<file path="src/rtl/row_window_ctrl.sv">
// Pointer/occupancy controller for the circular row buffer ahead of the
// row-length counter. The producer side writes one element per accepted
// cycle. The consumer side asks for a window of N rows and gets an
// inclusive start/end address pair. When the consumer finishes, the
// window is released with a one-cycle down_enable pulse.
//
// state     | meaning
// ----------+-----------------------------------------------------------
// S_IDLE    | ready for a request; req_ready high
// S_FILL    | length latched; waiting for occupancy to reach it
// S_WINDOW  | window addresses valid; waiting for win_done
// S_RELEASE | one-cycle release: down_enable high, rd_ptr advances
module row_window_ctrl #(
    parameter int POINTER_SIZE = 4,
    parameter int LEN_WIDTH    = 5
) (
    input  logic                    clk_i,
    input  logic                    rst_i,
    input  logic                    in_valid_i,
    output logic                    in_ready_o,
    output logic [POINTER_SIZE-1:0] wr_addr_o,
    input  logic                    req_valid_i,
    input  logic [LEN_WIDTH-1:0]    req_len_i,
    output logic                    req_ready_o,
    output logic                    win_valid_o,
    input  logic                    win_done_i,
    output logic [POINTER_SIZE-1:0] start_row_addr_o,
    output logic [POINTER_SIZE-1:0] end_row_addr_o,
    output logic                    up_enable_o,
    output logic                    down_enable_o,
    output logic [LEN_WIDTH-1:0]    count_o
);

    localparam int                   DEPTH   = 2 ** POINTER_SIZE;
    localparam logic [LEN_WIDTH-1:0] MAX_LEN = LEN_WIDTH'(DEPTH - 1);

    typedef enum logic [1:0] {
        S_IDLE    = 2'd0,
        S_FILL    = 2'd1,
        S_WINDOW  = 2'd2,
        S_RELEASE = 2'd3
    } state_t;

    state_t                  state_q;
    logic [POINTER_SIZE-1:0] wr_ptr_q;
    logic [POINTER_SIZE-1:0] wr_ptr_d;
    logic [POINTER_SIZE-1:0] rd_ptr_q;
    logic [POINTER_SIZE-1:0] start_q;
    logic [POINTER_SIZE-1:0] end_q;
    logic [LEN_WIDTH-1:0]    count_q;
    logic [LEN_WIDTH-1:0]    count_d;
    logic [LEN_WIDTH-1:0]    len_q;
    logic [LEN_WIDTH-1:0]    req_len_sat;
    logic [POINTER_SIZE-1:0] len_ptr;
    logic                    win_valid_q;
    logic                    down_enable_q;
    logic                    req_ready_q;
    logic                    in_ready;
    logic                    up_enable;

    // One slot is always kept free, so the write pointer can never lap
    // the oldest entry of an outstanding window.
    assign in_ready  = (count_q < MAX_LEN);
    assign up_enable = in_valid_i & in_ready;

    // Lengths of DEPTH or more cannot be expressed as a start/end pair,
    // so they are clamped to the largest window the buffer can hold.
    assign req_len_sat = (req_len_i >= LEN_WIDTH'(DEPTH)) ? MAX_LEN : req_len_i;

    // len_q never exceeds DEPTH-1, so dropping the top bit is lossless.
    assign len_ptr = len_q[POINTER_SIZE-1:0];

    // Next occupancy: a write and a release may land in the same cycle.
    always_comb begin
        count_d  = count_q + LEN_WIDTH'(up_enable)
                   - (down_enable_q ? len_q : '0);
        wr_ptr_d = up_enable ? (wr_ptr_q + POINTER_SIZE'(1)) : wr_ptr_q;
    end

    // Write pointer and occupancy registers.
    always_ff @(posedge clk_i or posedge rst_i) begin
        if (rst_i) begin
            wr_ptr_q <= '0;
            count_q  <= '0;
        end else begin
            wr_ptr_q <= wr_ptr_d;
            count_q  <= count_d;
        end
    end

    // Window sequencing FSM with registered handshake and address outputs.
    always_ff @(posedge clk_i or posedge rst_i) begin
        if (rst_i) begin
            state_q       <= S_IDLE;
            len_q         <= '0;
            rd_ptr_q      <= '0;
            start_q       <= '0;
            end_q         <= '0;
            win_valid_q   <= 1'b0;
            down_enable_q <= 1'b0;
            req_ready_q   <= 1'b1;
        end else begin
            down_enable_q <= 1'b0;
            case (state_q)
                S_IDLE: begin
                    // A zero-length request is silently dropped.
                    if (req_valid_i && (req_len_i != '0)) begin
                        len_q       <= req_len_sat;
                        req_ready_q <= 1'b0;
                        state_q     <= S_FILL;
                    end
                end
                S_FILL: begin
                    // Occupancy only grows while filling, so once the
                    // threshold is met it stays met for the whole window.
                    if (count_q >= len_q) begin
                        start_q     <= rd_ptr_q;
                        end_q       <= rd_ptr_q + len_ptr - POINTER_SIZE'(1);
                        win_valid_q <= 1'b1;
                        state_q     <= S_WINDOW;
                    end
                end
                S_WINDOW: begin
                    if (win_done_i) begin
                        win_valid_q   <= 1'b0;
                        down_enable_q <= 1'b1;
                        state_q       <= S_RELEASE;
                    end
                end
                S_RELEASE: begin
                    // start/end keep the released window until the next
                    // FILL->WINDOW edge.
                    rd_ptr_q    <= rd_ptr_q + len_ptr;
                    req_ready_q <= 1'b1;
                    state_q     <= S_IDLE;
                end
                default: begin
                    state_q <= S_IDLE;
                end
            endcase
        end
    end

    assign in_ready_o       = in_ready;
    assign up_enable_o      = up_enable;
    assign wr_addr_o        = wr_ptr_q;
    assign req_ready_o      = req_ready_q;
    assign win_valid_o      = win_valid_q;
    assign down_enable_o    = down_enable_q;
    assign start_row_addr_o = start_q;
    assign end_row_addr_o   = end_q;
    assign count_o          = count_q;

endmodule

</file>
<file path="config.mk">
export PLATFORM = sky130hd
export DESIGN_NAME = row_window_ctrl
export DESIGN_NICKNAME = d
export VERILOG_FILES = /design/src/rtl/row_window_ctrl.sv
export SDC_FILE = /design/constraint.sdc
export NUM_CORES = 1
export LEC_CHECK = 0
export ABC_AREA = 1
export CORE_ASPECT_RATIO = 0.8
export CORE_MARGIN = 2
export CORE_UTILIZATION = 50
export DETAILED_ROUTE_END_ITERATION = 16
export DONT_BUFFER_PORTS = 1
export PLACE_DENSITY = 0.67
export SYNTH_ARGS = -nofsm -noshare
export SYNTH_HDL_FRONTEND = slang
export SYNTH_SLANG_ARGS = --single-unit
</file>
<file path="constraint.sdc">
create_clock -name clk_i -period 2.4 [get_ports clk_i]
set_input_delay 0.48 -clock clk_i [delete_from_list [all_inputs] [get_ports clk_i]]
set_output_delay 0.48 -clock clk_i [all_outputs]
set_load 0.005 [all_outputs]
</file>
## Word-level counts from Yosys, hierarchy flattened

Index checks and enable logic that the tools add are counted.

| cells by class | value |
|---|---|
| order comparisons | 3 |
| $add $sub $neg | 5 |
| reduce and logical (&&, ||, !) cells | 10 |
| equal/unequal tests | 6 |
| $mul | 0 |
| multiplexer cells | 13 |
| shifts and indexed selects | 0 |
| bitwise operators | 1 |
| div/mod/pow operators | 0 |

Operators with widths:

| cell | number |
|---|---|
| 5-bit two-way mux | 2 |
| 2-bit case mux with 4 select lines | 1 |
| 2-bit two-way mux | 3 |
| 2-bit != test (second input constant) | 3 |
| 2-bit AND reduction | 3 |
| 3-bit AND reduction | 2 |
| 5-bit by 1-bit adder with 5-bit output | 1 |
| 5-bit >= comparator | 1 |
| 5-bit >= comparator (second input constant) | 1 |
| 5-bit by 4-bit < comparator with 1-bit output (second input constant) | 1 |
| 1-bit two-way mux | 5 |
| 5-bit nonzero test | 1 |
| 5-bit subtractor | 1 |
| 4-bit by 1-bit adder with 4-bit output (second input constant) | 1 |
| 4-bit adder | 1 |
| 2-bit == test (second input constant) | 2 |
| 1-bit case mux with 2 select lines | 2 |
| 2-bit nonzero test | 2 |
| 4-bit by 1-bit subtractor with 4-bit output (second input constant) | 1 |
| 2-bit by 1-bit == test with 1-bit output (second input constant) | 1 |
| 2-bit zero test | 1 |
| 1-bit AND | 1 |
| 1-bit logical AND | 1 |

| word-level totals | value |
|---|---|
| logic and storage cells | 48 |
| output and inout port bits | 22 |
| input bits | 10 |
| RAM bits | 0 |
| memory bits (read-only) | 0 |
| bits in latches | 0 |
| flip-flop bits (word level) | 31 |
| memories | 0 |

## Longest topological paths before layout

| logic depth | value |
|---|---|
| word-level depth | 4 |
| depth in mapped cells | 11 |
| depth with buffers taken out | 11 |

## Least setup slack after synthesis

No wires, ideal clock.

| timing | value |
|---|---|
| kind | register to register |
| start point | reg count_q[2] (netlist: count_o[2]) |
| end point | reg count_q[4] (netlist: count_o[4]) |
| setup slack | 436 ps |
| buffers on the path | 0 |
| period minus slack after synthesis | 1,964 ps |
| arrival | 1,836 ps |
| cell stages (with the launch flop) | 12 |
| setup time | 128 ps |
| required time | 2,272 ps |
| cell sequence | dfrtp_1 -> nand2_1 -> inv_1 -> nand3_1 -> nand3b_1 -> inv_1 -> ha_1 -> inv_1 -> fa_1 -> o21ai_0 -> a21oi_1 -> xor2_1 |

| between the ends | value |
|---|---|
| word-level cells in the longest chain between the ends | 4 |

Ends and longest elaborated chain:

| what | RTL line | RTL |
|---|---|---|
| from (decl) | 50 | `logic [LEN_WIDTH-1:0] count_q;` |
| from (signal assigned) | 87 | `count_q <= count_d;` |
| 5-bit by 4-bit < comparator with 1-bit output | 63 | `assign in_ready = (count_q < MAX_LEN);` |
| 1-bit AND | 64 | `assign up_enable = in_valid_i & in_ready;` |
| net up_enable_o | 29 | `output logic up_enable_o,` |
| 5-bit by 1-bit adder with 5-bit output | 75 | `count_d = count_q + LEN_WIDTH'(up_enable)` |
| 5-bit subtractor | 76 | `- (down_enable_q ? len_q : '0);` |
| net count_d[4] | 51 | `logic [LEN_WIDTH-1:0] count_d;` |

The timed path passes the listed nets, and every way through them passes these cells.
A chain may end at the register's enable or synchronous reset.

## Worst setup path in the final report

| timing | value |
|---|---|
| start point | reg count_q[1] (netlist: count_o[1]) |
| end point | reg count_q[4] (netlist: count_o[4]) |

The elaborated chain is that of the path after synthesis.

==> results by group <==
Detailed routing
  • Via-per-instance ratio: around 4.9
  • Via count: 1315
  • DRC errors left: 0
  • Final wirelength: 3370 um
  • Routed len/inst: between 10 and 15 um
  • Antenna viol nets, final: 0
  • Starting DRT DRC Count: between 40 and 50
  • Pre-antenna DRT Iters: 4

STA
  • Unrepaired setup endpoints after global routing: no
  • Final Hold Viols: 0
  • Least-Margin Pin Slew: slightly above 0.5 ns
  • Fin. max-slew vios: 0
  • Fmax: approximately 460 MHz
  • Fin Setup TNS: 0 ns
  • Rel. slew slack: around 66%
  • Tcrit/Tclk final: roughly nine tenths
  • Final setup vio count: 0
  • Min cycle time layout: 2.18 ns
  • Clk_skew: between 0.007 and 0.008 ns

Clock network
  • Clock-pin slew on the worst setup and hold paths: roughly 0.070 ns
  • PostCTS Resize Cnt: 0
  • CTS Hold Bufs: 0
  • Clock sink count: 31
  • CTS HTree Levels: 2
  • Postcts setup bufs: 0
  • CTS Buf Count: 5
  • Root Driver: clkbuf_8
  • CTS max path bufs: 2
  • TritonCTS clock tree: done
  • Clock latency on the worst-skew pair: around 0.29 ns

Layout
  • Area growth, synth to finish: 8.42%
  • Final core utilization: between 50% and 60%
  • Commonest non-fill, non-tap cells in the layout: nand2_1 (47), inv_1 (36), dfrtp_1 (30)
  • Layout cells sized above 1: about an eighth
  • Final nets: about 260
  • Most common library cell in the layout ignoring fill and taps: nand2_1
  • Sequential cell area: ~780 um2
  • Antenna Cells: 0
  • Final instance area: between 2000 and 2500 um2
  • Area of the multi-input gates: ~970 um2
  • Filler cell count: 341

Synthesis
  • Seq/Total Area, Yosys: ~41%
  • Largest cells by area after synthesis: dfrtp_1 (39%), ha_1 (15%), nand2_1 (9.3%), inv_1 (7.1%), nand3_1 (3.7%)
  • Flip-flop and latch count after synthesis: 31
  • Ys Warns: 0
  • Yosys cell types: 24
  • Synthesized area: ~1900 um2
  • Synth area leader: dfrtp_1
  • Post-Syn Instances: about 210
  • Post-Syn Nets: about 250
  • Synth Area per Inst: between 8 and 9 um2
  • Yosys top cell area share: roughly 40%

Worst setup path
  • Critical path endpoint category: flop
  • Crit-path cells: nand2_1, inv_1, nand3_1, nand3b_1, inv_1, ha_1, inv_1, fa_1, o21ai_0, a21oi_1, xor2_1
  • Crit path top cell by count: inv_1
  • Crit path required time: 2.57 ns
  • Crit start category: flop
  • R2r worst-path depth: 11
  • CP Max Fanout: 5
  • WP data arrival: around 2.4 ns
  • Setup CP Type: reg2reg
  • Slowest cell on crit path: dfrtp_1
  • Worst path max stage delay: roughly 0.44 ns

Die
  • Die width: around 73 um
  • I/O pins: 32
  • Die height: 59.2 um
  • Initial core utilization: around half
  • Die area: between 4000 and 5000 um2
  • Core Region: roughly 3700 um2
  • # rows: 20

GRT
  • Initial antenna violation count: 0
  • GRT Residual Overflow: 0
  • Met3 Use GR: 6.97%
  • Pin count of the biggest net entering global routing: 32
  • Global Route met2 Usage: between 20 and 30%
  • Busiest grt layer: met2
  • Total track usage: a little under a fifth
  • Vias in the first global route: 1305
  • Met1 Use GR: 24.9%
  • Global-route wire length before repair: a little under 6000 um

Placed design
  • DP Area: approximately 2000 um2
  • Final Wtd Congestion: around 0.80
  • Final HPWL DP: 2590 um
  • PortBufs: 0

Run
  • Max-cap violations: 0

Power and ir drop
  • Power Density: 1610 nW/um2
  • Tot Pwr: 3.33 mW
  • Peak supply drop: just over 700 uV
  • Leak: roughly 1.1 nW

Run status
  • Status: finished clean

Min path
  • Worst Hold Class: in2async
## metrics by stage
stage | worst slack, ns | instances | hold WS [ns]
2_1_floorplan | 0.436 | 214 | 0.458
3_3_place_gp | 0.271 | 258 | 0.478
3_5_place_dp | 0.226 | 258 | 0.476
4_1_cts | 0.223 | 266 | 0.156
5_1_grt | 0.0380 | 266 | 0.196
6_report | 0.222 | 266 | 0.150
## cell type report
| cell class | instances | area share, % |
|---|---|---|
| repair buffers | 1 | 0.364 |
| well taps | 44 | 2.67 |
| inverters | 37 | 6.74 |
| clock inverters | 2 | 1.70 |
| flip-flops and latches | 31 | 37.7 |
| multi-input cells | 145 | 46.8 |
| clock buffers | 6 | 4.00 |
## report_power, final
group | total, mW | internal [mW] | switching, mW
registers | 1.06 | 0.795 | 0.269
logic | 1.73 | 0.725 | 1.00
clock network | 0.537 | 0.336 | 0.201
## registers in the layout (all words and copies together) (netlist names)
| signal | count |
|---|---|
| count_o | 5 |
| win_valid_o | 1 |
| end_row_addr_o | 4 |
| start_row_addr_o | 4 |
| state_q | 2 |
| req_ready_o | 1 |
| len_q | 5 |
| wr_addr_o | 4 |
| rd_ptr_q | 4 |
| down_enable_o | 1 |
## per-layer routing
metal | share of wire (%) | vias to the layer above
met5 | 0 | -
met4 | 1.6 | 0
met3 | 4.8 | 5
met2 | 43 | 29
met1 | 51 | 590
li1 | - | 691
## worst max-delay path, delay by kind of cell, from the launching register on
family	cells	cell delay (ns)
fa+ha+maj	2	0.59
flops	1	0.44
simple gates	3	0.33
buf+inv	3	0.27
compound gates	2	0.27
xor+xnor	1	0.16
## path summary, 6_finish.rpt
kind,from,to,slack [ns]
min in group clk_i,win_done_i,down_enable_o,0.31
max in group asynchronous,rst_i,req_ready_o,1.92
max,count_o[1],count_o[4],0.22
min,rst_i,start_row_addr_o[2],0.15
max reg2reg,count_o[1],count_o[4],0.22
min reg2reg,wr_addr_o[3],wr_addr_o[3],0.50
## cells in the mapped netlist
library cell  count
a21oi_1           2
a21oi_2           1
a22o_1            1
a31oi_1           1
buf_12            1
dfrtp_1          30
dfstp_2           1
fa_1              2
ha_1             23
inv_1            36
inv_2             1
nand2_1          47
nand2_2           7
nand2_4           1
nand3_1          14
nand3b_1          1
nand4_1           3
nor2_1            9
o21ai_0          13
o21ai_2           6
o21ai_4           1
or2_2             2
xnor2_1           5
xor2_1            6
## kinds of logic (layout without fill, tap and decap cells)
| kind of cell | count (synthesis) | count (layout) | synth area share [%] |
|---|---|---|---|
| and+or+nand+nor | 84 | 84 | 19.7 |
| buffers and inverters | 38 | 46 | 8.36 |
| DFF | 31 | 31 | 40.9 |
| adders and majority gates | 25 | 25 | 17.2 |
| AOI/OAI and AO/OA | 25 | 25 | 8.82 |
| xor gates and xnor gates | 11 | 11 | 5.07 |
(Power assumes the default switching activity.)
